## config.mk

```make
export PLATFORM = sky130hd
export DESIGN_NAME = biss_rx_frame_v3
export DESIGN_NICKNAME = d
export VERILOG_FILES = /design/src/rtl/biss_rx_pkg.sv /design/src/rtl/biss_crc6_serial.sv /design/src/rtl/biss_rx_frame_v3.sv
export SDC_FILE = /design/constraint.sdc
export NUM_CORES = 1
export LEC_CHECK = 0
export CORE_ASPECT_RATIO = 1.5
export CORE_MARGIN = 2
export CORE_UTILIZATION = 30
export CTS_BUF_LIST = sky130_fd_sc_hd__clkbuf_8
export DETAILED_ROUTE_END_ITERATION = 8
export GPL_TIMING_DRIVEN = 0
export PLACE_DENSITY = 0.6
export SYNTH_ARGS = -nofsm -noshare
export SYNTH_HDL_FRONTEND = slang
export SYNTH_SLANG_ARGS = --single-unit
```

## constraint.sdc

```tcl
create_clock -name clk -period 3.8 [get_ports clk]
set_input_delay 0.76 -clock clk [delete_from_list [all_inputs] [get_ports clk]]
set_output_delay 0.76 -clock clk [all_outputs]
set_load 0.01 [all_outputs]
```

## src/rtl/biss_rx_pkg.sv

```systemverilog
// Shared types and constants for the BiSS-C frame receiver.
package biss_rx_pkg;

   typedef enum logic [2:0] {
      IDLE,
      SYNC,
      ACK,
      START,
      CDS,
      DATA,
      DONE
   } state_e;

   localparam int unsigned CRC_W = 6;
   localparam logic [CRC_W-1:0] CRC6_POLY = 6'h03;
   localparam int unsigned CFG_W = 8;
   localparam int unsigned POS_W_MIN = 8;

   // Out-of-range widths fall back to the widest supported field.
   function automatic logic [CFG_W-1:0] clamp_pos_width(input logic [CFG_W-1:0] cfg,
                                                        input int unsigned max_w);
      if (32'(cfg) < POS_W_MIN || 32'(cfg) > max_w) begin
         return CFG_W'(max_w);
      end
      return cfg;
   endfunction

endpackage

```

## src/rtl/biss_crc6_serial.sv

```systemverilog
// Bit-serial CRC6 (x^6+x+1, init 0), MSB-first.
module biss_crc6_serial
   import biss_rx_pkg::*;
(
   input  logic             clk,
   input  logic             rst,
   input  logic             clr,
   input  logic             en,
   input  logic             din,
   output logic [CRC_W-1:0] crc
);

   logic [CRC_W-1:0] crc_q, crc_d;
   logic             fb;

   always_comb begin
      crc_d = crc_q;
      fb    = crc_q[CRC_W-1] ^ din;
      if (clr) begin
         crc_d = '0;
      end else if (en) begin
         crc_d = {crc_q[CRC_W-2:0], 1'b0} ^ (fb ? CRC6_POLY : '0);
      end
   end

   always_ff @(posedge clk) begin
      if (rst) begin
         crc_q <= '0;
      end else begin
         crc_q <= crc_d;
      end
   end

   assign crc = crc_q;

endmodule

```

## src/rtl/biss_rx_frame_v3.sv

```systemverilog
// Passive BiSS-C receiver: sniffs MA/SLO, decodes runtime-width frames,
// checks CRC6 and reports position, status, frame count and frame period.
module biss_rx_frame_v3
   import biss_rx_pkg::*;
#(
   parameter int unsigned POS_W_MAX   = 32,
   parameter int unsigned SYNC_STAGES = 2,
   parameter int unsigned SYNC_EDGES  = 2,
   parameter int unsigned BIT_TO      = 50,
   parameter int unsigned ACK_TO      = 2000,
   parameter int unsigned PERIOD_W    = 32
) (
   input  logic                 clk,
   input  logic                 rst,
   input  logic                 motion_en,
   input  logic [CFG_W-1:0]     cfg_pos_width,
   input  logic                 ma_in,
   input  logic                 slo_in,
   output logic                 ma_out,
   output logic                 slo_out,
   output logic                 frame_valid,
   output logic [POS_W_MAX-1:0] pos_out,
   output logic                 err_bit,
   output logic                 warn_bit,
   output logic                 crc_ok,
   output logic                 proto_err,
   output logic [15:0]          frame_cnt,
   output logic [PERIOD_W-1:0]  frame_period
);

   localparam int unsigned TO_MAX = (ACK_TO > BIT_TO) ? ACK_TO : BIT_TO;
   localparam int unsigned TMR_W  = $clog2(TO_MAX + 1);
   localparam int unsigned BIT_W  = $clog2(POS_W_MAX + 9);
   localparam int unsigned SCNT_W = (SYNC_EDGES < 2) ? 1 : $clog2(SYNC_EDGES + 1);

   logic                 sync_clr;
   logic [SYNC_STAGES-1:0] ma_sync_q, slo_sync_q;
   logic                 ma_prev_q;
   logic                 ma_s, slo_s, ma_fall, ma_edge;

   state_e               state_q, state_d;
   logic [SCNT_W-1:0]    scnt_q, scnt_d;
   logic [BIT_W-1:0]     n_q, n_d;
   logic [BIT_W-1:0]     bit_q, bit_d;
   logic [POS_W_MAX-1:0] pos_sh_q, pos_sh_d;
   logic                 err_sh_q, err_sh_d, warn_sh_q, warn_sh_d;
   logic [CRC_W-1:0]     crc_rx_q, crc_rx_d;
   logic [TMR_W-1:0]     timer_q, timer_d;
   logic [PERIOD_W-1:0]  period_q, period_d;

   logic                 frame_valid_q, frame_valid_d;
   logic [POS_W_MAX-1:0] pos_out_q, pos_out_d;
   logic                 err_bit_q, err_bit_d, warn_bit_q, warn_bit_d;
   logic                 crc_ok_q, crc_ok_d, proto_err_q, proto_err_d;
   logic [15:0]          frame_cnt_q, frame_cnt_d;
   logic [PERIOD_W-1:0]  frame_period_q, frame_period_d;

   logic                 crc_clr, crc_en;
   logic [CRC_W-1:0]     crc_calc;

   assign sync_clr = rst | ~motion_en;
   assign ma_s     = ma_sync_q[SYNC_STAGES-1];
   assign slo_s    = slo_sync_q[SYNC_STAGES-1];
   assign ma_fall  = ma_prev_q & ~ma_s;
   assign ma_edge  = ma_prev_q ^ ma_s;

   biss_crc6_serial u_crc (
      .clk (clk),
      .rst (sync_clr),
      .clr (crc_clr),
      .en  (crc_en),
      .din (slo_s),
      .crc (crc_calc)
   );

   // Frame FSM: timeouts take priority over edge handling in every state.
   always_comb begin
      state_d        = state_q;
      scnt_d         = scnt_q;
      n_d            = n_q;
      bit_d          = bit_q;
      pos_sh_d       = pos_sh_q;
      err_sh_d       = err_sh_q;
      warn_sh_d      = warn_sh_q;
      crc_rx_d       = crc_rx_q;
      pos_out_d      = pos_out_q;
      err_bit_d      = err_bit_q;
      warn_bit_d     = warn_bit_q;
      crc_ok_d       = crc_ok_q;
      frame_cnt_d    = frame_cnt_q;
      frame_period_d = frame_period_q;
      frame_valid_d  = 1'b0;
      proto_err_d    = 1'b0;
      crc_clr        = 1'b0;
      crc_en         = 1'b0;
      period_d       = (period_q == '1) ? period_q : period_q + PERIOD_W'(1);
      if (ma_edge || state_q == IDLE) begin
         timer_d = '0;
      end else begin
         timer_d = timer_q + TMR_W'(1);
      end

      case (state_q)
         IDLE: begin
            if (ma_fall && slo_s) begin
               n_d      = BIT_W'(clamp_pos_width(cfg_pos_width, POS_W_MAX));
               scnt_d   = SCNT_W'(1);
               bit_d    = '0;
               pos_sh_d = '0;
               crc_clr  = 1'b1;
               state_d  = (SYNC_EDGES <= 1) ? ACK : SYNC;
            end
         end
         SYNC: begin
            if (timer_q == TMR_W'(BIT_TO)) begin
               proto_err_d = 1'b1;
               state_d     = IDLE;
            end else if (ma_fall) begin
               if (slo_s) begin
                  scnt_d = scnt_q + SCNT_W'(1);
                  if (scnt_q + SCNT_W'(1) >= SCNT_W'(SYNC_EDGES)) begin
                     state_d = ACK;
                  end
               end else begin
                  state_d = IDLE;
               end
            end
         end
         ACK: begin
            if (timer_q == TMR_W'(BIT_TO)) begin
               proto_err_d = 1'b1;
               state_d     = IDLE;
            end else if (ma_fall && !slo_s) begin
               state_d = START;
            end
         end
         START: begin
            if (timer_q == TMR_W'(ACK_TO)) begin
               proto_err_d = 1'b1;
               state_d     = IDLE;
            end else if (ma_fall && slo_s) begin
               // Counter holds cycles-1 since the previous start bit.
               frame_period_d = (period_q == '1) ? period_q : period_q + PERIOD_W'(1);
               period_d       = '0;
               state_d        = CDS;
            end
         end
         CDS: begin
            if (timer_q == TMR_W'(BIT_TO)) begin
               proto_err_d = 1'b1;
               state_d     = IDLE;
            end else if (ma_fall) begin
               if (slo_s) begin
                  proto_err_d = 1'b1;
                  state_d     = IDLE;
               end else begin
                  state_d = DATA;
               end
            end
         end
         DATA: begin
            if (timer_q == TMR_W'(BIT_TO)) begin
               proto_err_d = 1'b1;
               state_d     = IDLE;
            end else if (ma_fall) begin
               bit_d  = bit_q + BIT_W'(1);
               crc_en = (bit_q < n_q + BIT_W'(2));
               if (bit_q < n_q) begin
                  pos_sh_d = {pos_sh_q[POS_W_MAX-2:0], slo_s};
               end else if (bit_q == n_q) begin
                  err_sh_d = slo_s;
               end else if (bit_q == n_q + BIT_W'(1)) begin
                  warn_sh_d = slo_s;
               end else begin
                  crc_rx_d = {crc_rx_q[CRC_W-2:0], slo_s};
               end
               if (bit_q == n_q + BIT_W'(7)) begin
                  state_d = DONE;
               end
            end
         end
         DONE: begin
            pos_out_d     = pos_sh_q;
            err_bit_d     = err_sh_q;
            warn_bit_d    = warn_sh_q;
            crc_ok_d      = (crc_calc == ~crc_rx_q);
            frame_valid_d = 1'b1;
            frame_cnt_d   = frame_cnt_q + 16'd1;
            state_d       = IDLE;
         end
         default: state_d = IDLE;
      endcase
   end

   always_ff @(posedge clk) begin
      if (sync_clr) begin
         ma_sync_q      <= '0;
         slo_sync_q     <= '0;
         ma_prev_q      <= 1'b0;
         state_q        <= IDLE;
         scnt_q         <= '0;
         n_q            <= '0;
         bit_q          <= '0;
         pos_sh_q       <= '0;
         err_sh_q       <= 1'b0;
         warn_sh_q      <= 1'b0;
         crc_rx_q       <= '0;
         timer_q        <= '0;
         period_q       <= '0;
         frame_valid_q  <= 1'b0;
         pos_out_q      <= '0;
         err_bit_q      <= 1'b0;
         warn_bit_q     <= 1'b0;
         crc_ok_q       <= 1'b0;
         proto_err_q    <= 1'b0;
         frame_cnt_q    <= '0;
         frame_period_q <= '0;
      end else begin
         ma_sync_q      <= SYNC_STAGES'({ma_sync_q, ma_in});
         slo_sync_q     <= SYNC_STAGES'({slo_sync_q, slo_in});
         ma_prev_q      <= ma_s;
         state_q        <= state_d;
         scnt_q         <= scnt_d;
         n_q            <= n_d;
         bit_q          <= bit_d;
         pos_sh_q       <= pos_sh_d;
         err_sh_q       <= err_sh_d;
         warn_sh_q      <= warn_sh_d;
         crc_rx_q       <= crc_rx_d;
         timer_q        <= timer_d;
         period_q       <= period_d;
         frame_valid_q  <= frame_valid_d;
         pos_out_q      <= pos_out_d;
         err_bit_q      <= err_bit_d;
         warn_bit_q     <= warn_bit_d;
         crc_ok_q       <= crc_ok_d;
         proto_err_q    <= proto_err_d;
         frame_cnt_q    <= frame_cnt_d;
         frame_period_q <= frame_period_d;
      end
   end

   assign ma_out       = ma_in;
   assign slo_out      = slo_in;
   assign frame_valid  = frame_valid_q;
   assign pos_out      = pos_out_q;
   assign err_bit      = err_bit_q;
   assign warn_bit     = warn_bit_q;
   assign crc_ok       = crc_ok_q;
   assign proto_err    = proto_err_q;
   assign frame_cnt    = frame_cnt_q;
   assign frame_period = frame_period_q;

endmodule

```

==> summary.txt, run 1 <==
STA
  • Final hold viol count: 0
  • Tcrit/Tclk final: approximately 74%
  • Clk_skew: ~0.010 ns
  • Slew headroom: 52.58%
  • Unrepaired setup endpoints after global routing: no
  • Total Neg Setup Slack: 0 ns
  • Worst-margin pin slew: a little over 0.7 ns
  • Highest clock rate: 355.6 MHz
  • Crit path time final: ~2.8 ns
  • Slew Viols, Final: 0
  • Setup-failing EPs final: 0

Synth
  • Sequential area share after synthesis: between 40% and 50%
  • FFs w/ async S/R, synth: 0%
  • Synthesized area per cell: roughly 8.6 µm²
  • Syn_nets: about 980
  • Synth Warn #: 0
  • Number of synthesized flops with an enable pin: 0
  • Synthesized netlist cell count: 945
  • #FFs+latches synth: 196
  • Synthesized area: roughly 8100 µm²
  • Netlist cell types: 58
  • Main flop type after synthesis: dfxtp_1

GRT
  • First-pass GRT wire length: between 30000 and 40000 µm
  • GRT Residual Overflow: 0
  • Antenna violations before repair: 0
  • Vias in the first global route: 6516
  • GRT Total Usage: 13.90%
  • Largest net degree at the start of global routing: 19

Worst setup path
  • Worst path buffer plus inverter count: 3
  • Worst r2r src: n_q[3]
  • Critical path's top delay family: buffers and inverters
  • Reg-to-reg slack, setup: about 1 ns
  • CP startpoint: n_q[3]
  • Crit-path slowest cell: clkbuf_1
  • Required @ worst endpoint: approximately 4.2 ns
  • CP Launch Type: flip-flop
  • Max incr delay on CP: approximately 0.42 ns
  • CP cell instances: clkbuf_1 > inv_1 > ha_1 > a21o_1 > a21oi_1 > o221ai_1 > nor2_1 > clkbuf_1 > a22oi_1 > nor2_1
  • WP data arrival: between 3 and 4 ns
  • Worst setup path class: flip-flop to flip-flop
  • CP max FO: 10
  • Endpoint class of the critical path: flip-flop

Job
  • Maxcap violations: 0

Clock tree
  • CTS tree: built
  • Worst-path clk slew: 0.10 ns
  • H-tree depth: 4
  • CTS Buffer Depth: 2
  • Worst-Skew Late Latency: between 0.4 and 0.5 ns
  • # clock sinks: ~200
  • Num CTS Buffers: 17
  • Post-CTS Hold Buffers: 0
  • # Post-CTS Setup Buffers: 0
  • # resized after CTS: 0
  • Root Buffer: clkbuf_8

Route
  • DRT iter0 DRCs: 264
  • Final ANT Viol Nets: 0
  • Total wire length: 19760 µm
  • Detailed Routing Iterations Pass 1: 4
  • DRC violations left: 0
  • DR WL/cell: approximately 14 µm
  • Routed via count: about 6800
  • Vias per std cell: approximately 4.8

Place
  • Routability Congestion: around 0.85
  • I/O Buffers: 99
  • HPWL after DPL: ~15000 µm

Pwr
  • Pwr/cell area: between 300 and 400 nW/µm²
  • Worst vdd ir: 0.0002093 V
  • Total Power: 0.003543 W
  • P_leak: about 3.3 nW

Floorplan
  • Core area: 26580 µm²
  • Die outline width: between 100 and 150 µm
  • Die ar.: approximately 29000 µm²
  • Die Y: a little over 200 µm
  • Initial cell density of the core: 30.65%
  • # rows: 73
  • I/O pin total: 100

Outcome
  • Status: completed

Worst hold path
  • Hold Path Class: flip-flop to flip-flop
  • Hold path startpoint: slo_sync_q[0]

Finish
  • Layout cells sized above 1: 4.368%
  • P&R area growth vs syn: 22.44%
  • Final #Nets: around 1100
  • Antenna Cells: 0
[per-layer routing]
metal	wire, µm	vias up	share of wire (%)	GRT usage [%]
li1	-	3453	-	-
met1	8483	3195	43	15.99
met2	10050	115	51	25.51
met3	961	22	4.9	3.328
met4	266	0	1.3	4.155
met5	0	-	0	0
[through the flow]
| step | std cells | util [%] | hold WS, ns | worst slack, ns | instance area, µm² |
|---|---|---|---|---|---|
| 6_report | 1413 | 37.53 | 0.4366 | 0.9878 | 9975 |
| 5_1_grt | 1413 | 37.53 | 0.4672 | 0.6771 | 9975 |
| 4_1_cts | 1413 | 37.53 | 0.4425 | 0.9704 | 9975 |
| 3_5_place_dp | 1381 | 35.96 | 0.4158 | 0.7017 | 9559 |
| 3_3_place_gp | 1381 | 35.96 | 0.4144 | 0.6982 | 9559 |
| 2_1_floorplan | 945 | - | 0.4057 | 1.413 | 8147 |
[cell families after synthesis]
logic type	count (synthesis)	synth area share (%)
and+or+nand+nor	402	22.87
AOI/OAI and AO/OA	165	12.30
DFF	196	48.16
buffers and inverters	71	3.409
adders and majority gates	23	3.533
xor gates and xnor gates	72	7.741
muxes	16	1.981
[final cells by class]
cell class | instances | area [µm²]
plain buffers | 49 | 195.2
fillers | 2744 | 16600
well taps | 337 | 421.7
flip-flops and latches | 196 | 3924
multi-input cells | 678 | 3945
inverters | 22 | 82.58
clock buffers | 18 | 247.7
clock inverters | 14 | 167.7
repair buffers | 99 | 991.0
[cell usage in the layout (no fill, tap or decap), types with 3 or more instances in the layout]
master | netlist | routed
dfxtp_1 | 196 | 196
a22oi_1 | 33 | 33
nor2_1 | 131 | 131
mux2i_1 | 15 | 15
ha_1 | 23 | 23
xor2_1 | 34 | 34
nand4b_1 | 5 | 5
nand2b_1 | 3 | 3
nand3_1 | 31 | 31
and4_1 | 8 | 8
clkdlybuf4s50_1 | 0 | 99
inv_1 | 22 | 23
a21oi_1 | 56 | 56
nor4_1 | 5 | 5
a211o_1 | 3 | 3
and3b_1 | 3 | 3
nand4_1 | 15 | 15
nand2_1 | 143 | 143
a21o_1 | 4 | 4
a221oi_1 | 3 | 3
o21ai_0 | 48 | 48
xnor2_1 | 38 | 38
or3_1 | 5 | 5
clkbuf_1 | 43 | 43
clkinv_4 | 0 | 5
buf_2 | 3 | 3
clkbuf_8 | 0 | 18
nor2b_1 | 5 | 5
inv_8 | 0 | 3
and3_1 | 13 | 13
inv_6 | 0 | 3
nor3_1 | 15 | 15
and2_1 | 7 | 7
[registers in the layout, indices dropped and copies added (netlist names), 2 cells and up]
| signal | flops |
|---|---|
| bit_q | 6 |
| crc_rx_q | 6 |
| frame_cnt | 16 |
| frame_period | 32 |
| ma_sync_q | 2 |
| n_q | 6 |
| period_q | 32 |
| pos_out | 32 |
| pos_sh_q | 32 |
| scnt_q | 2 |
| slo_sync_q | 2 |
| state_q | 3 |
| timer_q | 11 |
| u_crc.crc | 6 |
[final timing paths]
check	to	cells past startpoint
worst min-delay path	slo_sync_q[1]	1
worst min register to register	slo_sync_q[1]	1
worst max-delay path	pos_sh_q[14]	10
worst max register to register	pos_sh_q[14]	10
[report_power, final]
part | total (W) | internal, W | switching (W)
sequential | 0.00206 | 0.00205 | 0.00000143
combinational | 0.0000693 | 0.0000226 | 0.0000468
clock | 0.00142 | 0.000625 | 0.000792
total | 0.00354 | 0.00270 | 0.000841
[cell usage after synthesis, drive strengths merged (4+ instances only)]
master | instances | area share [%]
xnor2 | 38 | 4.1
o21ai | 49 | 3.0
nand2 | 143 | 6.6
nand4 | 16 | 1.3
buf | 6 | 0.41
a21o | 4 | 0.37
nor2b | 5 | 0.38
and2 | 7 | 0.54
nand4b | 5 | 0.54
nand3 | 31 | 1.9
a22oi | 33 | 3.0
and3 | 13 | 1.0
clkbuf | 43 | 2.0
xor2 | 34 | 3.7
or3 | 5 | 0.38
dfxtp | 196 | 48
ha | 23 | 3.5
nor2 | 131 | 6.0
and4 | 8 | 0.86
a21oi | 56 | 3.4
mux2i | 15 | 1.8
nor4 | 6 | 0.65
nor3 | 16 | 1.0
inv | 22 | 1.0
(Power assumes the default switching activity.)
==> inputs of run 2 (changes only) <==
==> constraint.sdc (replaced) <==
create_clock -name clk -period 2.6 [get_ports clk]
set_input_delay 0.52 -clock clk [delete_from_list [all_inputs] [get_ports clk]]
set_output_delay 0.52 -clock clk [all_outputs]
set_load 0.01 [all_outputs]
==> summary.txt, run 2 (synthesized netlist as in run 1, its figures left out) <==
Finish
  • Finished Core Util: 37.85% (+0.32 points)
  • Antenna Cells: 0 (unchanged)
  • Most common cell after layout, fill and taps aside: dfxtp_1
  • Layout cells sized above 1: 6.215% (+1.8 points)
  • Post-route cell area: 10060 µm² (+0.87%)
  • Commonest non-fill, non-tap cells in the layout: dfxtp_1, nand2_1, nor2_1, clkdlybuf4s50_1, a21oi_1
  • Final #Nets: 1101 (+0.18%)
  • P&R area growth vs syn: 23.50%

Place
  • Placed Area: 9559 µm² (unchanged)
  • Worst slack, placed: -0.2583 ns (-0.9600 ns)
  • I/O Buffers: 99 (unchanged)
  • Routability Congestion: 0.8533 (unchanged)
  • HPWL after DPL: 14600 µm (unchanged)

Clock tree
  • Post-CTS Hold Buffers: 0 (unchanged)
  • H-tree depth: 4 (unchanged)
  • CTS tree: built
  • Worst-Skew Late Latency: 0.47 ns (about the same)
  • Root Buffer: clkbuf_8
  • CTS Buffer Depth: 2 (unchanged)
  • Num CTS Buffers: 17 (unchanged)
  • Worst-path clk slew: 0.10 ns (about the same)
  • # clock sinks: 196 (unchanged)

Pwr
  • Total Power: 0.005174 W (+46%)
  • P_leak: 3.347 nW (+1.8%)
  • Pwr/cell area: 514.3 nW/µm² (+45%)
  • Worst vdd ir: 0.0003060 V (+46%)

Worst setup path
  • CP max FO: 7 (-3)
  • Endpoint class of the critical path: flip-flop
  • CP cell instances: inv_1 > ha_1 > inv_1 > ha_1 > a21o_1 > a211o_1 > a211oi_4 > buf_12 > mux2i_1 > nor2_1
  • Worst path buffer plus inverter count: 3 (unchanged)
  • Required @ worst endpoint: 2.95 ns (-1.25 ns)
  • CP Launch Type: flip-flop
  • Worst setup path class: flip-flop to flip-flop
  • Crit-path slowest cell: dfxtp_2
  • Worst r2r src: n_q[2]
  • Reg-to-reg slack, setup: 0.19 ns (-0.80 ns)
  • Max incr delay on CP: 0.41 ns (about the same)
  • Critical path's top delay family: compound AO/OA/AOI/OAI gates
  • WP data arrival: 2.76 ns (-0.45 ns)
  • FF-to-FF End: u_crc.crc[4]
  • Worst Reg-to-Reg Cells: 10 (unchanged)

Route
  • Total wire length: 19850 µm (+0.48%)
  • Detailed Routing Iterations Pass 1: 6 (+2)
  • DRC violations left: 0 (unchanged)
  • Routed via count: 6768 (-0.25%)
  • Final ANT Viol Nets: 0 (unchanged)
  • DR WL/cell: 14.03 µm (+0.33%)
  • Vias per std cell: 4.783 (-0.39%)
  • DRT iter0 DRCs: 248 (-6.1%)

STA
  • Setup slack after layout: 0.1878 ns (-0.8000 ns)
  • Worst-margin pin slew: 0.7180 ns (+0.01212 ns)
  • Slew headroom: 51.76% (-0.81 points)
  • Setup-failing EPs final: 0 (unchanged)
  • Worst hold slack: 0.4367 ns (+0.0001300 ns)
  • Unrepaired setup endpoints after global routing: no
  • Final hold viol count: 0 (unchanged)
  • Slew Viols, Final: 0 (unchanged)
  • Highest clock rate: 414.6 MHz (+17%)
  • Tcrit/Tclk final: 92.78% (+19 points)
  • Crit path time final: 2.412 ns (-0.4000 ns)
  • Clk_skew: 0.01138 ns (+0.001266 ns)

Floorplan
  • # rows: 73 (unchanged)
  • Die ar.: 28520 µm² (unchanged)
  • Die outline width: 138.6 µm (unchanged)
  • I/O pin total: 100 (unchanged)
  • Initial cell density of the core: 30.65% (unchanged)
  • Core area: 26580 µm² (unchanged)
  • Die Y: 205.8 µm (unchanged)

Worst hold path
  • Hold path startpoint: slo_sync_q[0]
  • Hold depth: 1 (unchanged)
  • Hold Path Class: flip-flop to flip-flop
  • Worst hold endpoint: slo_sync_q[1]

GRT
  • Vias in the first global route: 6531 (+0.23%)
  • First-pass GRT wire length: 32500 µm (+0.15%)
  • Largest net degree at the start of global routing: 19 (unchanged)
  • GRT Residual Overflow: 0 (unchanged)
  • Antenna violations before repair: 0 (unchanged)
  • GRT Total Usage: 13.93% (+0.025 points)

Job
  • Maxcap violations: 0 (unchanged)

Outcome
  • Status: completed
==> run 2: changes by cell type in the layout (fill, tap and decap cells not counted), moves of 3 or more <==
cell / delta
clkbuf_1: -10
dfxtp_1: -3
clkbuf_2: +8
buf_4: +3
dfxtp_2: +3
==> run 2: power by group <==
group          leakage [nW]  internal [W]  total [W]  switching [W]
combinational          1.55     0.0000336   0.000101      0.0000675
clock                 0.215      0.000914    0.00207        0.00115
sequential             1.58       0.00300    0.00301     0.00000204
==> run 2: worst register-to-register path: stages, from the launching register on <==
cell and delay [ns]:
dfxtp_2 0.41, inv_1 0.13, ha_1 0.29, inv_1 0.04, ha_1 0.26, a21o_1 0.16, a211o_1 0.32, a211oi_4 0.29
buf_12 0.16, mux2i_1 0.18, nor2_1 0.05
==> run 2: layout make-up <==
type / instances / area [µm²]
timing repair buffer: 103 / 1033
buffer: 47 / 197.7
fill: 2733 / 16520
inverter: 22 / 82.58
sequential: 196 / 3928
tap: 337 / 421.7
clock inverter: 14 / 167.7
clock buffer: 18 / 247.7
multi-input combinational: 678 / 3983
==> run 2: routing by layer <==
metal | GRT usage [%] | up-vias | wire (µm)
li1 | - | 3455 | -
met1 | 16.02 | 3175 | 8439
met2 | 25.57 | 115 | 10090
met3 | 3.328 | 23 | 1085
met4 | 4.155 | 0 | 237
met5 | 0 | - | 0
==> run 2: worst max path at each step <==
stage,start,cells after the start,slack [ns],to
6_report,n_q[2],10,0.19,u_crc.crc[4]
5_1_grt,n_q[2],10,0.05,u_crc.crc[5]
4_1_cts,n_q[3],10,0.01,pos_sh_q[14]
3_5_place_dp,rst,6,-0.26,proto_err
3_3_place_gp,rst,6,-0.26,proto_err
2_1_floorplan,n_q[2],9,0.21,u_crc.crc[1]
==> run 2: what timing repair did <==
item,CTS,global route
hold endpoints to repair,0,0
gates resized for setup,6,16
pin swaps,0,3
setup endpoints to repair,42,110
cloned,0,0
setup buffers,0,4
==> run 2: metrics by stage <==
step,cells,setup TNS [ns]
2_1_floorplan,945,0
4_1_cts,1413,0
6_report,1415,0
5_1_grt,1415,0
3_5_place_dp,1381,-8.460
3_3_place_gp,1381,-7.100
